<file path="src/rtl/seq_det_pkg.sv">
// Shared definitions for the parametrised Mealy sequence detector.
package seq_det_pkg;

    localparam int         DEF_PAT_LEN   = 4;
    localparam logic [3:0] DEF_PAT_RESET = 4'b1011;

    // Width of the fill counter; it counts 0..n-1 and is never narrower than 1 bit.
    function automatic int fill_w(input int n);
        return (n <= 2) ? 1 : $clog2(n);
    endfunction

endpackage

</file>
<file path="src/rtl/param_mealy_seq_det_sat_counter.sv">
// Saturating up-counter with synchronous clear (clear wins over increment).
module sat_counter #(
    parameter int W = 8
) (
    input  logic         clk,
    input  logic         rst_n,
    input  logic         inc,
    input  logic         clr,
    output logic [W-1:0] count
);

    logic [W-1:0] count_q, count_d;

    // Next count: clear first, otherwise increment unless already at full scale.
    always_comb begin
        count_d = count_q;
        if (clr) begin
            count_d = '0;
        end else if (inc && (count_q != '1)) begin
            count_d = count_q + 1'b1;
        end
    end

    // Count register.
    always_ff @(posedge clk or negedge rst_n) begin
        if (!rst_n) begin
            count_q <= '0;
        end else begin
            count_q <= count_d;
        end
    end

    assign count = count_q;

endmodule

</file>
<file path="src/rtl/param_mealy_seq_det.sv">
// Parametrised Mealy serial-pattern detector with loadable pattern,
// overlap/non-overlap modes, sample qualifier and saturating match counter.
module param_mealy_seq_det
    import seq_det_pkg::*;
#(
    parameter int                 PAT_LEN   = DEF_PAT_LEN,
    parameter logic [PAT_LEN-1:0] PAT_RESET = DEF_PAT_RESET,
    parameter int                 COUNT_W   = 8
) (
    input  logic                         clk,
    input  logic                         reset,
    input  logic                         en,
    input  logic                         x,
    input  logic                         load_pat,
    input  logic [PAT_LEN-1:0]           new_pat,
    input  logic                         overlap,
    input  logic                         clr_count,
    output logic                         z,
    output logic [COUNT_W-1:0]           match_count,
    output logic [fill_w(PAT_LEN)-1:0]   fill
);

    localparam int                FILL_W   = fill_w(PAT_LEN);
    localparam logic [FILL_W-1:0] FILL_MAX = FILL_W'(PAT_LEN - 1);

    logic [PAT_LEN-1:0] pattern_q, pattern_d;
    logic [PAT_LEN-2:0] history_q, history_d;
    logic [FILL_W-1:0]  fill_q, fill_d;
    logic [PAT_LEN-1:0] window;
    logic               z_int;

    // Candidate window: stored history followed by the bit on x this cycle.
    // Taking the low PAT_LEN-1 bits of it as the next history also covers PAT_LEN=2.
    always_comb begin
        window = {history_q, x};
        z_int  = reset & en & ~load_pat & (fill_q == FILL_MAX) & (window == pattern_q);
    end

    // Next-state for pattern, history and fill; pattern load has priority over sampling.
    always_comb begin
        pattern_d = pattern_q;
        history_d = history_q;
        fill_d    = fill_q;
        if (load_pat) begin
            pattern_d = new_pat;
            history_d = '0;
            fill_d    = '0;
        end else if (en) begin
            history_d = window[PAT_LEN-2:0];
            if (z_int && !overlap) begin
                fill_d = '0;
            end else if (fill_q != FILL_MAX) begin
                fill_d = fill_q + 1'b1;
            end
        end
    end

    // Pattern, history and fill registers.
    always_ff @(posedge clk or negedge reset) begin
        if (!reset) begin
            pattern_q <= PAT_RESET;
            history_q <= '0;
            fill_q    <= '0;
        end else begin
            pattern_q <= pattern_d;
            history_q <= history_d;
            fill_q    <= fill_d;
        end
    end

    sat_counter #(
        .W(COUNT_W)
    ) u_match_cnt (
        .clk  (clk),
        .rst_n(reset),
        .inc  (z_int),
        .clr  (clr_count),
        .count(match_count)
    );

    assign z    = z_int;
    assign fill = fill_q;

endmodule

</file>
<file path="config.mk">
export PLATFORM = sky130hd
export DESIGN_NAME = param_mealy_seq_det
export DESIGN_NICKNAME = d
export VERILOG_FILES = /design/src/rtl/seq_det_pkg.sv /design/src/rtl/param_mealy_seq_det_sat_counter.sv /design/src/rtl/param_mealy_seq_det.sv
export SDC_FILE = /design/constraint.sdc
export NUM_CORES = 1
export LEC_CHECK = 0
export CORE_ASPECT_RATIO = 0.9
export CORE_UTILIZATION = 25
export DETAILED_ROUTE_END_ITERATION = 16
export PLACE_DENSITY = 0.56
export SLEW_MARGIN = 25
export SYNTH_ARGS = -nofsm -noshare
export SYNTH_HDL_FRONTEND = slang
export SYNTH_SLANG_ARGS = --single-unit
</file>
<file path="constraint.sdc">
create_clock -name clk -period 2.05 [get_ports clk]
set_input_delay 0.41 -clock clk [delete_from_list [all_inputs] [get_ports clk]]
set_output_delay 0.41 -clock clk [all_outputs]
set_load 0.1 [all_outputs]
</file>
==> flow_summary_export.csv <==
group,metric,value,unit
synth,yosys.area.top_type,"dfrtp_1",
synth,ys_types,32,
clocking,cts.sinks,17,
route,route.antenna.remaining_nets,0,
synth,synth-edff-count,0,
floorplan,die_x,67.3,um
timing,fmax,501,MHz
synth,synth_seq_area_share,0.448,
layout,final_cells,160,
floorplan,die_y,60.7,um
synth,syn_nets,100,
route,drt_pass1_iterations,4,
synth,synthCells,87,
clocking,cts_max_level,1,
floorplan,row_count,20,
clocking,tritoncts,"yes",
clocking,clk_pin_slew,0.07,ns
flow_run,maxCapViolCount,0,
layout,areaGrowthSynthToFinish,46.0,%
global_route,grt_pass1_wl,3630,um
global_route,grt_pass1_vias,759,
layout,final_nets,130,
layout,fill_cells,337,
worst_setup_path,reg2reg_from,"u_match_cnt.count[0]$_DFFE_PN0P_",
route,drc,0,
timing,tns,0,ns
placed_design,dp_hpwl,1650,um
clocking,insertion_delay,0.25,ns
worst_setup_path,arrival,2.13,ns
worst_setup_path,cp-end-kind,"flop",
placed_design,numPortBuffers,21,
clocking,cts_inserted_buffers,3,
worst_setup_path,worstSetupPathType,"reg2reg",
global_route,grt_max_degree,18,
status,status,"finished clean",
floorplan,ioPinCount,22,
layout,final_common_cell,"buf_4",
hold_path,hold_class,"in2async",
layout,antenna_cells,0,
worst_setup_path,rr_endpoint,"u_match_cnt.count[5]$_DFFE_PN0P_",
timing,slew_headroom,0.669,
clocking,hold_buffers,0,
floorplan,die_area,4090,um2
worst_setup_path,path_max_fanout,10,
synth,syn_avg_cell_area,11.0,um2
global_route,antenna_found_initial,0,
floorplan,core,3530,um2
timing,slew_viol_final,0,
floorplan,start_util,0.272,
pwr,peakVddDrop,238,uV
route,drt-initial-drc-count,11,
synth,synth_top_area_share,0.366,
synth,ys.flop_type,"dfrtp_1",
clocking,cts_buffer_depth,2,
global_route,grt_use_total,0.124,
pwr,powerDensity,566,nW/um2
timing,worstMarginPinSlew,0.495,ns
timing,period_share,0.973,
synth,ys_ff_latch,17,
placed_design,placed_cells_incl_taps,155,
layout,final_cell_mix,"buf_4 (18), a21oi_1 (7), clkdlybuf4s50_1 (7)",
layout,final_util,0.396,
timing,post-route-min-period,2.00,ns
worst_setup_path,rr_worst_depth,6,
timing,hold_viol,0,
layout,drive_above_1_share,0.457,
route,wirelength,2200,um
worst_setup_path,crit_path_start_kind,"flop",
synth,synth_area,958,um2
route,wl_per_cell,13.8,um
clocking,root_buffer,"clkbuf_8",
pwr,leakagePower,0.588,nW
route,vias_per_cell,4.83,
timing,setup_viol,0,
placed_design,gp_congestion,0.776,
worst_setup_path,r2r_slack,0.05,ns
route,routed-via-count,772,
synth,ys_warn_count,0,
synth,async_flop_share,1.00,
worst_setup_path,critical_path_required,2.18,ns
synth,synth.area.top_cells,"dfrtp_1 (37%), dfstp_2 (8.2%), mux2_2 (4.7%)",
timing,skew,0.00468,ns
timing,hold_ws,0.343,ns
global_route,grt-ovfl-total,0,
[area by class of cell]
cell class	instances	area [um2]	share of cell area
multi-input combinational	63	564	0.403
tap	44	55.1	0.0394
inverter	2	7.51	0.00537
sequential	17	452	0.323
clock buffer	4	45.0	0.0322
timing repair buffer	30	275	0.197
[flip-flops by register name, indices dropped and copies added (netlist names)]
name / count
fill: 2
u_match_cnt.count: 8
history_q: 3
pattern_q: 4
[worst max path at each step]
stage | startpoint | end | slack (ns) | cells after the start
after floorplan | pattern_q[3]$_DFFE_PN1P_ | z | -0.12 | 4
after global placement | reset | u_match_cnt.count[7]$_DFFE_PN0P_ | -0.20 | 5
after detailed placement | reset | u_match_cnt.count[5]$_DFFE_PN0P_ | -0.24 | 6
after CTS | load_pat | z | 0.01 | 5
after global routing | u_match_cnt.count[0]$_DFFE_PN0P_ | u_match_cnt.count[5]$_DFFE_PN0P_ | -0.003 | 6
final | u_match_cnt.count[0]$_DFFE_PN0P_ | u_match_cnt.count[5]$_DFFE_PN0P_ | 0.05 | 6
[per-layer routing]
layer  part of all wire  track usage  vias up  wire length [um]
met3              0.028       0.0188        2                61
met4              0.012       0.0638        0                27
li1                   -            -      374                 -
met5                  0            0        -                 0
met1               0.48        0.163      385              1050
met2               0.48        0.200       11              1060
[synthesized netlist by cell type (2+ instances only)]
| cell type | number |
|---|---|
| a21oi_1 | 7 |
| and3_1 | 3 |
| buf_6 | 2 |
| dfrtp_1 | 14 |
| dfstp_2 | 3 |
| ha_1 | 2 |
| inv_1 | 2 |
| mux2_1 | 2 |
| mux2_2 | 4 |
| mux2i_1 | 4 |
| nand2_1 | 2 |
| nand2b_1 | 2 |
| nand3_1 | 4 |
| nor2_1 | 5 |
| nor2b_1 | 3 |
| o21ai_0 | 2 |
| o31ai_1 | 4 |
| or3_1 | 2 |
| or4_1 | 4 |
| xnor2_1 | 4 |
[critical path, cell delays in order, from the launching register on]
cell and delay, ns:
dfrtp_4 0.51, ha_4 0.18, and3_4 0.18, a211o_4 0.37
buf_4 0.15, nor4_4 0.12, mux2_2 0.37
[report_power, final]
group | switching (W) | leakage, nW | internal, W
Combinational | 0.0000881 | 0.361 | 0.0000727
Sequential | 0.0000162 | 0.205 | 0.000357
Clock | 0.000120 | 0.0228 | 0.000138
[cells by family after synthesis]
kind of cell,after synthesis,share of synthesized area
compound gates,15,0.0953
xor+xnor,5,0.0457
fa+ha+maj,2,0.0261
buf+inv,7,0.0444
flops,17,0.448
mux,10,0.112
simple gates,31,0.228
[metrics by stage]
| stage | area, um2 | total power, W | setup WS, ns |
|---|---|---|---|
| after floorplan | 1060 | 0.000481 | -0.124 |
| after global placement | 1340 | 0.000537 | -0.203 |
| after detailed placement | 1340 | 0.000541 | -0.236 |
| after CTS | 1380 | 0.000799 | 0.0137 |
| after global routing | 1400 | 0.000831 | -0.00257 |
| final | 1400 | 0.000792 | 0.0545 |
[timing repair]
item | in CTS | in global routing
endpoints found under the hold margin | 0 | 0
gates resized for setup | 2 | 4
setup buffers | 0 | 1
pin swaps | 1 | 2
setup endpoints to repair | 1 | 3
Note: power is estimated with default switching activity, not from simulation.
